## src/rtl/mem_access_ctrl.sv

```systemverilog
// rtl/mem_access_ctrl.sv - SRAM access sequencer between datapath MAR/MDR and external SRAM
// Optional MEM_IO_MAP_EN: address 16'hFFFF maps to switches (read) and HEX_DATA (write).
module mem_access_ctrl #(
  parameter int WAIT_STATES = 2
) (
  input  logic        Clk,
  input  logic        Reset_ah,
  input  logic [15:0] MAR,
  input  logic [15:0] MDR,
  input  logic        Mem_OE,
  input  logic        Mem_WE,
  input  logic [9:0]  SW,
  input  logic [15:0] Data_from_SRAM,
  output logic [15:0] MDR_In,
  output logic        R,
  output logic        Busy,
  output logic [19:0] ADDR,
  output logic [15:0] Data_to_SRAM,
  output logic        CE_N,
  output logic        OE_N,
  output logic        WE_N,
  output logic [15:0] HEX_DATA
);

  localparam logic [3:0] WS_LOAD = 4'(WAIT_STATES);

  typedef enum logic [2:0] {
    IDLE,
    RD_ACC,
    WR_ACC,
    DONE,
    HOLD
  } state_t;

  state_t      state_q;
  logic [3:0]  cnt_q;
  logic [15:0] mar_q;
  logic [15:0] mdr_q;
  logic [15:0] mdr_in_q;
  logic        r_q;
  logic        busy_q;
  logic        ce_n_q;
  logic        oe_n_q;
  logic        we_n_q;
  logic        io_hit;

`ifdef MEM_IO_MAP_EN
  localparam logic [15:0] IO_ADDR = 16'hFFFF;
  logic [15:0] hex_q;

  assign io_hit = (MAR == IO_ADDR);

  always_ff @(posedge Clk) begin
    if (Reset_ah) begin
      hex_q <= '0;
    end else if (state_q == IDLE && Mem_WE && io_hit) begin
      hex_q <= MDR;
    end
  end

  assign HEX_DATA = hex_q;
`else
  assign io_hit   = 1'b0;
  assign HEX_DATA = '0;
`endif

  always_ff @(posedge Clk) begin
    if (Reset_ah) begin
      state_q  <= IDLE;
      cnt_q    <= '0;
      mar_q    <= '0;
      mdr_q    <= '0;
      mdr_in_q <= '0;
      r_q      <= 1'b0;
      busy_q   <= 1'b0;
      ce_n_q   <= 1'b1;
      oe_n_q   <= 1'b1;
      we_n_q   <= 1'b1;
    end else begin
      r_q <= 1'b0;
      case (state_q)
        IDLE: begin
          // Write wins when both requests are raised together.
          if (Mem_WE) begin
            mar_q  <= MAR;
            mdr_q  <= MDR;
            busy_q <= 1'b1;
            if (io_hit) begin
              state_q <= DONE;
              r_q     <= 1'b1;
            end else begin
              cnt_q   <= WS_LOAD;
              state_q <= WR_ACC;
              ce_n_q  <= 1'b0;
              we_n_q  <= 1'b0;
            end
          end else if (Mem_OE) begin
            mar_q  <= MAR;
            busy_q <= 1'b1;
            if (io_hit) begin
              mdr_in_q <= {6'b0, SW};
              state_q  <= DONE;
              r_q      <= 1'b1;
            end else begin
              cnt_q   <= WS_LOAD;
              state_q <= RD_ACC;
              ce_n_q  <= 1'b0;
              oe_n_q  <= 1'b0;
            end
          end
        end

        RD_ACC: begin
          if (cnt_q == 4'd0) begin
            mdr_in_q <= Data_from_SRAM;
            state_q  <= DONE;
            r_q      <= 1'b1;
            ce_n_q   <= 1'b1;
            oe_n_q   <= 1'b1;
          end else begin
            cnt_q <= cnt_q - 4'd1;
          end
        end

        WR_ACC: begin
          if (cnt_q == 4'd0) begin
            state_q <= DONE;
            r_q     <= 1'b1;
            ce_n_q  <= 1'b1;
            we_n_q  <= 1'b1;
          end else begin
            cnt_q <= cnt_q - 4'd1;
          end
        end

        DONE: begin
          state_q <= HOLD;
        end

        // A request held across several control states must not re-trigger.
        HOLD: begin
          if (!Mem_OE && !Mem_WE) begin
            state_q <= IDLE;
            busy_q  <= 1'b0;
          end
        end

        default: begin
          state_q <= IDLE;
          busy_q  <= 1'b0;
          ce_n_q  <= 1'b1;
          oe_n_q  <= 1'b1;
          we_n_q  <= 1'b1;
        end
      endcase
    end
  end

  assign MDR_In       = mdr_in_q;
  assign R            = r_q;
  assign Busy         = busy_q;
  assign ADDR         = {4'b0, mar_q};
  assign Data_to_SRAM = mdr_q;
  assign CE_N         = ce_n_q;
  assign OE_N         = oe_n_q;
  assign WE_N         = we_n_q;

endmodule

```

## config.mk

```make
export PLATFORM = sky130hd
export DESIGN_NAME = mem_access_ctrl
export DESIGN_NICKNAME = d
export VERILOG_FILES = /design/src/rtl/mem_access_ctrl.sv
export SDC_FILE = /design/constraint.sdc
export NUM_CORES = 1
export LEC_CHECK = 0
export CELL_PAD_IN_SITES_DETAIL_PLACEMENT = 1
export CELL_PAD_IN_SITES_GLOBAL_PLACEMENT = 1
export CORE_ASPECT_RATIO = 0.7
export CORE_MARGIN = 10
export CORE_UTILIZATION = 29
export DETAILED_ROUTE_END_ITERATION = 10
export PLACE_DENSITY_LB_ADDON = 0.1
export SYNTH_ARGS = -nofsm -noshare
export SYNTH_HDL_FRONTEND = slang
export SYNTH_SLANG_ARGS = --single-unit
```

## constraint.sdc

```tcl
create_clock -name Clk -period 3.9 [get_ports Clk]
set_clock_uncertainty 0.05 [all_clocks]
set_input_delay 0.975 -clock Clk [delete_from_list [all_inputs] [get_ports Clk]]
set_output_delay 0.975 -clock Clk [all_outputs]
set_load 0.05 [all_outputs]
```

* Word level (Yosys, flattened, before mapping)
Cells that the tools add are included.
** Storage, ports and cells
- Bits in registers :: 60
** Cells by class
- Add/subtract/negate cells :: 1
- Reduce and logical (&&, ||, !) cells :: 22
- Bitwise operators :: 5
- Muxes and demuxes :: 24
- Eq/ne operators :: 13
** Operators by type and width (number)
- $mux W16 :: 2
- $reduce_and A3 Y1 :: 5
- $ne A2 B2 Y1 const B :: 7
- $mux W3 :: 4
- $mux W4 :: 3
- $pmux W1 S3 :: 4
- $pmux W3 S4 :: 1
- $mux W1 :: 9
- $reduce_or A3 Y1 :: 3
- $pmux W4 S2 :: 1
- $eq A3 B2 Y1 const B :: 2
- $reduce_and A2 Y1 :: 3
- $reduce_or A2 Y1 :: 3
- $not A1 Y1 :: 5
- $logic_not A4 Y1 :: 1
- $reduce_and A4 Y1 :: 1
- $reduce_bool A2 Y1 :: 2
- $sub A4 B1 Y4 const B :: 1
- $eq A3 B1 Y1 const B :: 1
- $eq A3 B3 Y1 const B :: 1
- $logic_not A3 Y1 :: 1
- $ne A3 B3 Y1 const B :: 1
- $logic_not A1 Y1 :: 2
- $ne A2 B1 Y1 const B :: 1
- $logic_and A1 B1 Y1 :: 1

* Longest topological paths before layout
Gate-level depths: netlist (run 1).
- Depth in word-level cells :: 4
- Depth in mapped cells :: 8
- Gate-level depth less buffers :: 6

* Worst setup path after synthesis (run 1)
No wires, ideal clock.
- Kind :: input-to-reg
- From :: input Mem_WE
- To :: register mar_q[0]
- Data arrival time :: 1.969 ns
- Buffers on the path :: 2
- Setup time :: 0.070 ns
- Slack :: 1.810 ns
- Stages on the path :: 6
- Cell sequence :: nor2_1 -> or3_1 -> clkbuf_1 -> buf_2 -> nand2_1 -> a21oi_1
** On the way
- Longest elaborated chain between the ends :: 2
- Elaborated cells between the ends (all ways) :: 3
- Classes of those cells :: mux: 1; reduce/logical: 2
** RTL lines
- from (decl) :: RTL line 11 : input logic Mem_WE,
- $reduce_bool A2 Y1 (no source line)
- $reduce_and A2 Y1 (no source line)
- to (signal assigned) :: RTL line 71 : mar_q <= '0;
- to (signal assigned) :: RTL line 85 : mar_q <= MAR;
- to (signal assigned) :: RTL line 98 : mar_q <= MAR;
- to (decl) :: RTL line 37 : logic [15:0] mar_q;
Several ways; a longest one is shown, not always the timed one.
A chain may end at the register's enable or synchronous reset.

* Worst setup path in the final report (run 1)
- From :: input Mem_WE
- To :: register mar_q[2]
Same word-level chain as after synthesis.

==> results.py, run 1 <==
metrics = {
    "status": {
        "status": "finished clean",
    },
    "power_and_ir_drop": {
        "internal-power_uw": 1610,
        "peakVddDrop_v": 0.000231,
        "p_clk_share_pct": 25.3,
        "pwr-share-comb_pct": 44.0,
        "static-leakage-power_uw": 0.00141,
        "p_sw_uw": 1170,
        "swShare_pct": 42.2,
        "p_seq_share_pct": 30.7,
        "power_density_mw_per_mm2": 740,
    },
    "clock_tree": {
        "clk-insertion-delay-late_ps": 320,
        "hold_buffers": 0,
        "cts_tree": "done",
        "clock_path_buffers": 2,
        "cts_resized": 0,
        "cts_root_buffer": "clkbuf_16",
        "htreeDepth": 3,
        "clk_pin_slew_ps": 50,
        "post_cts_buffers": 0,
        "cts.sinks": 60,
        "cts_buffers": 9,
    },
    "yosys": {
        "yosysWarnings": 0,
        "synth-compound-area-share_pct": 15.5,
        "synth-xor-area-share_pct": 0.352,
        "synthSimpleGateAreaFrac_pct": 23.8,
        "synth_top_family_by_area": "simple AND/OR/NAND/NOR gates",
        "synthTopCellsByCount": "101 x nand2_1, 60 x dfxtp_1, 55 x a21oi_1",
        "synth_ff_type": "dfxtp_1",
        "synth_top_area_share_pct": 48.2,
        "synth_area_leaders": "dfxtp_1 48%, nand2_1 15%, a21oi_1 11%",
        "yosysTopAreaCell": "dfxtp_1",
        "synth-edff-count": 0,
        "synthAdderAreaFrac_pct": 1.01,
        "synthMuxAreaShare_pct": 0.402,
        "synth_cell_types": 37,
        "synth.most_common_cell": "nand2_1",
        "syn_inst": 313,
        "yosysSeqAreaShare_pct": 48.2,
        "synth_area_sq_mm": 0.00249,
        "syn_area_per_cell_sq_um": 7.95,
        "synth_seq_cells": 60,
        "synthArstFlopShare_pct": 0,
    },
    "critical_path": {
        "worst-path-max-fanout": 17,
        "slowest_stage": "nor3_2",
        "worstPathArrival_ps": 2840,
        "critPathKind": "in2reg",
        "reg2regPathDepth": 6,
        "cp-end-kind": "flip-flop",
        "worstReg2RegEnd": "MDR_In[4]",
        "critical_path_required_ps": 4100,
        "cp_top_family": "simple AND/OR/NAND/NOR gates",
        "cp_cell_sequence": "clkdlybuf4s50_1 > nor2_1 > nor3_2 > nand2_1 > a21oi_1",
        "start_kind": "input port",
        "cp.buffers_inverters": 1,
        "r2r_setup_slack_ps": 1700,
        "r2r_start": "cnt_q[0]",
        "critPathMaxStageDelay_ps": 890,
    },
    "sta": {
        "rsz0062_at_grt": "false",
        "finalSetupTns_ps": 0,
        "period_share_pct": 67.7,
        "layout_min_cycle_time_ps": 2640,
        "final_max_slew_viol_count": 0,
        "relSlewSlack_pct": 26.5,
        "final_hold_viol_count": 0,
        "worst_pin_slew_ps": 1100,
        "max_freq_mhz": 379,
        "setup_violations": 0,
    },
    "routing": {
        "drtIter0Drc": 77,
        "ant_nets": 0,
        "wire_per_inst_um": 15.4,
        "postRouteWirelength_mm": 8.00,
        "viasPerCell": 4.51,
        "drc": 0,
        "drt-pass1-iter-count": 4,
        "via_count": 2337,
    },
    "place": {
        "port-buffer-count": 104,
        "place_area_sq_mm": 0.00349,
        "dp_hpwl_mm": 5.87,
        "place_congestion": 0.687,
    },
    "global_routing": {
        "grt.overflow.total": 0,
        "grt_pass1_vias": 2343,
        "grt_usage_pct": 12.6,
        "antenna_found_initial": 0,
        "grt_pass1_wl_mm": 12.7,
        "grt_use_met2_pct": 17.6,
        "busiest_layer": "met2",
        "grt_start_max_net_pins": 34,
        "met1_usage_pct": 14.5,
        "use_met3_pct": 9.54,
    },
    "min_path": {
        "worstHoldPathType": "reg2reg",
        "hold_depth": 2,
        "min_from": "MDR_In[10]",
        "whs_endpoint": "MDR_In[10]",
    },
    "die": {
        "num_rows": 28,
        "pin_count": 135,
        "core_sq_mm": 0.00841,
        "die-area_sq_mm": 0.0128,
        "dieWidth_um": 131,
        "start_util_pct": 29.6,
        "die_y_um": 97.5,
    },
    "cells_and_area": {
        "antenna_cells": 0,
        "syn2layout_area_growth_pct": 50.8,
        "fin_nets": 472,
        "drive_gt1_share_pct": 4.84,
        "design_area_sq_mm": 0.00375,
    },
    "run": {
        "maxCapViolCount": 0,
    },
}
power by group through the flow:
stage,combinational [uW],clock (uW),sequential [uW]
6_report,1220,704,853
5_1_grt,1340,763,876
4_1_cts,1240,731,855
3_5_place_dp,1240,0,866
3_3_place_gp,1230,0,858
2_1_floorplan,549,0,1200
routing by layer:
layer,routed length (um),part of all wire (%)
met5,0,0
met2,3310,41
met1,3440,43
met4,91,1.1
met3,1160,14
tightest hold or removal path, delay by kind of cell (launching register included):
| kind | cells | cell delay (ps) |
|---|---|---|
| AOI/OAI and AO/OA | 1 | 50 |
| and+or+nand+nor | 1 | 50 |
| DFF | 1 | 300 |
flip-flops by register name, summed over array words and instances, names as in the netlist, 3 cells and up:
signal,flops
cnt_q,4
state_q,3
mar_q,16
MDR_In,16
Data_to_SRAM,16
worst max-delay path by stage:
stage | start | to | slack, ps | cells after the start
final | Mem_WE | mar_q[2] | 1260 | 5
after floorplan | Mem_WE | mar_q[0] | 1810 | 6
after global placement | Mem_WE | mar_q[3] | 950 | 5
after CTS | Mem_WE | mar_q[2] | 1220 | 5
after global routing | Mem_WE | mar_q[2] | 1030 | 5
after detailed placement | Mem_WE | mar_q[2] | 890 | 5
logic make-up after synthesis:
group | count (synthesis)
flops | 60
buf+inv | 44
simple gates | 134
fa+ha+maj | 2
other cells | 1
compound gates | 70
mux | 1
xor+xnor | 1
through the flow:
stage | total power [uW] | util (%) | hold slack [ps] | worst slack (ps) | cells
2_1_floorplan | 1750 | - | 411 | 1810 | 332
3_5_place_dp | 2110 | 41.5 | 396 | 886 | 502
5_1_grt | 2980 | 44.7 | 417 | 1030 | 518
3_3_place_gp | 2080 | 41.5 | 391 | 952 | 502
6_report | 2780 | 44.7 | 400 | 1260 | 518
4_1_cts | 2830 | 44.7 | 403 | 1220 | 518
cells in the final DEF, fill, tap and decap left out, drive strengths merged, types with 2 or more instances in the layout:
cell	Yosys	routed
nand2b	5	5
o21ai	6	6
dfxtp	60	60
nor3	4	4
inv	3	3
nand2	101	101
clkdlybuf4s50	0	103
a21oi	55	55
a31o	2	2
nand3b	2	2
clkbuf	12	14
or4b	2	2
ha	2	2
nor2	12	12
clkinv	0	2
or2	2	2
conb	1	20
buf	29	3
cell type report:
class,count,area [sq um]
Clock inverter,2,10.0
Tap cell,105,131
Inverter,3,11.3
Sequential cell,60,1200
Clock buffer,14,254
Timing Repair Buffer,106,1050
Multi-Input combinational cell,228,1100
Fill cell,1019,4650
(Power assumes the default switching activity.)
==> inputs of run 2 (changes only) <==
--- a/config.mk
+++ b/config.mk
@@ -9,7 +9,7 @@
 export CELL_PAD_IN_SITES_GLOBAL_PLACEMENT = 1
 export CORE_ASPECT_RATIO = 0.7
 export CORE_MARGIN = 10
-export CORE_UTILIZATION = 29
+export CORE_UTILIZATION = 27
 export DETAILED_ROUTE_END_ITERATION = 10
 export PLACE_DENSITY_LB_ADDON = 0.1
 export SYNTH_ARGS = -nofsm -noshare
==> constraint.sdc (replaced) <==
create_clock -name Clk -period 2.7 [get_ports Clk]
set_clock_uncertainty 0.05 [all_clocks]
set_input_delay 0.675 -clock Clk [delete_from_list [all_inputs] [get_ports Clk]]
set_output_delay 0.675 -clock Clk [all_outputs]
set_load 0.05 [all_outputs]
==> run 2 against run 1 <==
Hold slack better by 0.58 ps. Die area is 6.1% higher. Total power is 48% higher. Critical path depth is 4 lower. Non-clock buffer count is 3 higher. Sequential share of layout area is 0.54 points lower. Setup slack worse by 810 ps. Wire length is 3.3% higher.
==> results.py, run 2 (same netlist as run 1, synthesis figures left out) <==
metrics = {
    "status": {
        "status": "finished clean",
    },
    "global_routing": {
        "antenna_found_initial": 0,
        "grt_usage_pct": 12.3,
        "grt_pass1_vias": 2483,
        "grt.overflow.total": 0,
        "grt_pass1_wl_mm": 13.1,
        "grt_start_max_net_pins": 31,
    },
    "routing": {
        "drc": 0,
        "viasPerCell": 4.33,
        "ant_nets": 0,
        "drtIter0Drc": 85,
        "drt-pass1-iter-count": 4,
        "postRouteWirelength_mm": 8.27,
        "wire_per_inst_um": 15.3,
        "via_count": 2337,
    },
    "critical_path": {
        "cp.buffers_inverters": 1,
        "worst-path-max-fanout": 2,
        "slowest_stage": "clkdlybuf4s50_1",
        "critical_path_required_ps": 1980,
        "critPathKind": "reg2out",
        "start_kind": "flip-flop",
        "worstPathArrival_ps": 1520,
        "critPathMaxStageDelay_ps": 860,
        "cp_top_family": "buffers and inverters",
        "cp_cell_sequence": "clkdlybuf4s50_1",
        "cp-end-kind": "output pin",
    },
    "place": {
        "port-buffer-count": 104,
        "dp_hpwl_mm": 6.14,
        "place_congestion": 0.682,
        "place_area_sq_mm": 0.00354,
    },
    "clock_tree": {
        "cts_tree": "done",
        "hold_buffers": 0,
        "cts_buffers": 9,
        "htreeDepth": 3,
        "post_cts_buffers": 0,
        "cts_resized": 0,
        "cts.sinks": 60,
        "clk-insertion-delay-late_ps": 320,
        "clk_pin_slew_ps": 50,
        "cts_root_buffer": "clkbuf_16",
        "clock_path_buffers": 2,
    },
    "power_and_ir_drop": {
        "power_density_mw_per_mm2": 1070,
        "p_seq_share_pct": 30.0,
        "internal-power_uw": 2390,
        "p_clk_share_pct": 26.2,
        "p_sw_uw": 1710,
        "static-leakage-power_uw": 0.00143,
        "peakVddDrop_v": 0.000449,
        "swShare_pct": 41.8,
        "pwr-share-comb_pct": 43.8,
    },
    "die": {
        "dieWidth_um": 135,
        "pin_count": 135,
        "die-area_sq_mm": 0.0135,
        "start_util_pct": 27.6,
        "num_rows": 29,
        "core_sq_mm": 0.00903,
        "die_y_um": 100,
    },
    "sta": {
        "final_hold_viol_count": 0,
        "max_freq_mhz": 445,
        "relSlewSlack_pct": 30.4,
        "setup_violations": 0,
        "period_share_pct": 83.3,
        "worst_pin_slew_ps": 1040,
        "rsz0062_at_grt": "false",
        "final_max_slew_viol_count": 0,
        "layout_min_cycle_time_ps": 2250,
        "finalSetupTns_ps": 0,
    },
    "run": {
        "maxCapViolCount": 0,
    },
    "cells_and_area": {
        "antenna_cells": 0,
        "fin_nets": 475,
        "final_common_cell": "clkdlybuf4s50_1",
        "fill_cells": 1064,
        "final_cell_mix": "103 x clkdlybuf4s50_1, 101 x nand2_1, 60 x dfxtp_1",
        "design_area_sq_mm": 0.00382,
        "syn2layout_area_growth_pct": 53.4,
        "drive_gt1_share_pct": 5.77,
    },
    "min_path": {
        "worstHoldPathType": "reg2reg",
    },
}
[run 2: per-layer routing]
metal | up-vias | GRT usage (%) | share of wire, %
li1 | 1181 | - | -
met3 | 10 | 9.43 | 14
met4 | 0 | 4.00 | 1.1
met2 | 81 | 18.1 | 43
met5 | - | 0 | 0
met1 | 1065 | 13.2 | 42
[run 2: worst paths after layout]
check,to,cells after the start,slack [ps],start
max,Busy,1,450,Busy
min,Data_to_SRAM[12],2,400,Data_to_SRAM[12]
max reg2reg,MDR_In[1],6,590,cnt_q[0]
min reg2reg,Data_to_SRAM[12],2,400,Data_to_SRAM[12]
[run 2: worst register-to-register path, cell delays in order, from the launching register on]
cell and delay, ps:
dfxtp_1 320, inv_1 120, ha_1 180, or3b_4 470
or4b_4 640, nand2_1 130, a21oi_1 70
[run 2: power groups by stage]
| stage | logic [uW] | clock network, uW | registers, uW |
|---|---|---|---|
| detailed placement | 1820 | 0 | 1250 |
| floorplan | 793 | 0 | 1730 |
| CTS | 1830 | 1110 | 1230 |
| global route | 1950 | 1160 | 1270 |
| global placement | 1790 | 0 | 1240 |
| finish | 1800 | 1070 | 1230 |
[run 2: through the flow]
| step | std cells | utilization (%) | hold WS [ps] | total power [uW] | setup WS [ps] |
|---|---|---|---|---|---|
| 4_1_cts | 540 | 42.3 | 404 | 4180 | 393 |
| 6_report | 540 | 42.3 | 400 | 4100 | 451 |
| 5_1_grt | 540 | 42.3 | 417 | 4380 | 228 |
| 3_3_place_gp | 524 | 39.1 | 391 | 3030 | 97.2 |
| 3_5_place_dp | 524 | 39.1 | 397 | 3070 | 53.1 |
| 2_1_floorplan | 332 | - | 411 | 2520 | 727 |
[run 2: area by class of cell]
type	instances	area [sq um]	area share, %
multi-input combinational	228	1100	28.7
tap	124	155	4.06
clock buffer	15	278	7.27
sequential	60	1200	31.4
inverter	3	11.3	0.295
timing repair buffer	109	1070	28.1
clock inverter	1	5.00	0.131
==> inputs of run 3 (changes only) <==
==> constraint.sdc (replaced) <==
create_clock -name Clk -period 2.25 [get_ports Clk]
set_clock_uncertainty 0.05 [all_clocks]
set_input_delay 0.5625 -clock Clk [delete_from_list [all_inputs] [get_ports Clk]]
set_output_delay 0.5625 -clock Clk [all_outputs]
set_load 0.05 [all_outputs]
==> run 3 against run 2 <==
Sequential cell count is the same. Utilization rose by 1.3 points. Die area stayed put. Via count grew 0.86%. Hold slack gained 2.1 ps. Global-route usage is 0.23 points higher. Clock-buffer cell count down 1. Sequential power rose by 16%. Final cell count up 1.5%. Setup slack got worse by 310 ps. Largest cell class unchanged.
==> results.py, run 3 (same netlist as run 1, synthesis figures left out) <==
metrics = {
    "status": {
        "status": "finished clean",
    },
    "sta": {
        "worst_pin_slew_ps": 684,
        "layout_min_cycle_time_ps": 2110,
        "setup_violations": 0,
        "max_freq_mhz": 474,
        "relSlewSlack_pct": 54.2,
        "period_share_pct": 93.8,
        "finalSetupTns_ps": 0,
        "final_hold_viol_count": 0,
        "rsz0062_at_grt": "false",
        "holdWs_ps": 403,
        "final_max_slew_viol_count": 0,
    },
    "critical_path": {
        "critical_path_required_ps": 1640,
        "cp-end-kind": "output pin",
        "worst-path-max-fanout": 3,
        "slowest_stage": "clkdlybuf4s50_1",
        "cp_top_family": "buffers and inverters",
        "critPathKind": "reg2out",
        "cp_cell_sequence": "clkdlybuf4s50_1",
        "worstPathArrival_ps": 1500,
        "cp.buffers_inverters": 1,
        "start_kind": "flip-flop",
        "critPathMaxStageDelay_ps": 830,
    },
    "global_routing": {
        "grt_usage_pct": 12.5,
        "grt_pass1_vias": 2524,
        "antenna_found_initial": 0,
        "grt_start_max_net_pins": 28,
        "grt_pass1_wl_mm": 13.2,
        "grt.overflow.total": 0,
    },
    "power_and_ir_drop": {
        "power_uw": 5160,
        "static-leakage-power_uw": 0.00149,
        "power_density_mw_per_mm2": 1310,
        "peakVddDrop_v": 0.000617,
    },
    "clock_tree": {
        "clk-insertion-delay-late_ps": 320,
        "cts.sinks": 60,
        "htreeDepth": 3,
        "cts_buffers": 9,
        "post_cts_buffers": 0,
        "cts_tree": "done",
        "clk_pin_slew_ps": 50,
        "cts_resized": 0,
        "cts_root_buffer": "clkbuf_16",
        "hold_buffers": 0,
        "clock_path_buffers": 2,
    },
    "cells_and_area": {
        "design_area_sq_mm": 0.00394,
        "syn2layout_area_growth_pct": 58.1,
        "postLayoutCoreUtil_pct": 43.6,
        "final_cell_mix": "102 x clkdlybuf4s50_1, 101 x nand2_1, 60 x dfxtp_1",
        "fill_cells": 1065,
        "drive_gt1_share_pct": 8.02,
        "antenna_cells": 0,
        "fin_nets": 484,
        "final_common_cell": "clkdlybuf4s50_1",
    },
    "die": {
        "die_y_um": 100,
        "num_rows": 29,
        "start_util_pct": 27.6,
        "dieWidth_um": 135,
        "core_sq_mm": 0.00903,
        "die-area_sq_mm": 0.0135,
        "pin_count": 135,
    },
    "run": {
        "maxCapViolCount": 0,
    },
    "routing": {
        "drt-pass1-iter-count": 4,
        "drtIter0Drc": 110,
        "wire_per_inst_um": 15.3,
        "viasPerCell": 4.30,
        "ant_nets": 0,
        "via_count": 2357,
        "postRouteWirelength_mm": 8.38,
        "drc": 0,
    },
    "place": {
        "port-buffer-count": 104,
        "place_congestion": 0.715,
        "dp_hpwl_mm": 6.34,
        "place_area_sq_mm": 0.00363,
    },
    "min_path": {
        "worstHoldPathType": "reg2reg",
    },
}
[run 3: layer usage]
metal | routed length, um | GRT usage, % | vias to the layer above
li1 | - | - | 1199
met5 | 0 | 0 | -
met1 | 3670 | 13.8 | 1071
met2 | 3600 | 18.8 | 79
met3 | 1030 | 8.78 | 8
met4 | 76 | 3.75 | 0
[run 3: final timing paths]
path / cells past startpoint / endpoint / slack [ps] / start
max reg2reg: 6 / MDR_In[7] / 230 / cnt_q[0]
min: 2 / MDR_In[5] / 400 / MDR_In[5]
max: 1 / OE_N / 140 / OE_N
min reg2reg: 2 / MDR_In[5] / 400 / MDR_In[5]
[run 3: metrics by stage]
stage | instances | worst slack, ps
after CTS | 548 | 110
after floorplan | 332 | 277
after detailed placement | 533 | -225
after global placement | 533 | -167
final | 548 | 139
after global routing | 548 | 61.0
[run 3: layout make-up]
class	instances	area, sq um	share of cell area (%)
inverter	3	11.3	0.286
tap	124	155	3.94
timing repair buffer	118	1160	29.6
clock inverter	1	30.0	0.763
multi-input combinational	228	1100	28.0
clock buffer	14	274	6.96
sequential	60	1200	30.5
[run 3: report_power, final]
group | switching, uW | internal (uW)
Combinational | 1500 | 833
Clock | 445 | 941
Sequential | 135 | 1300
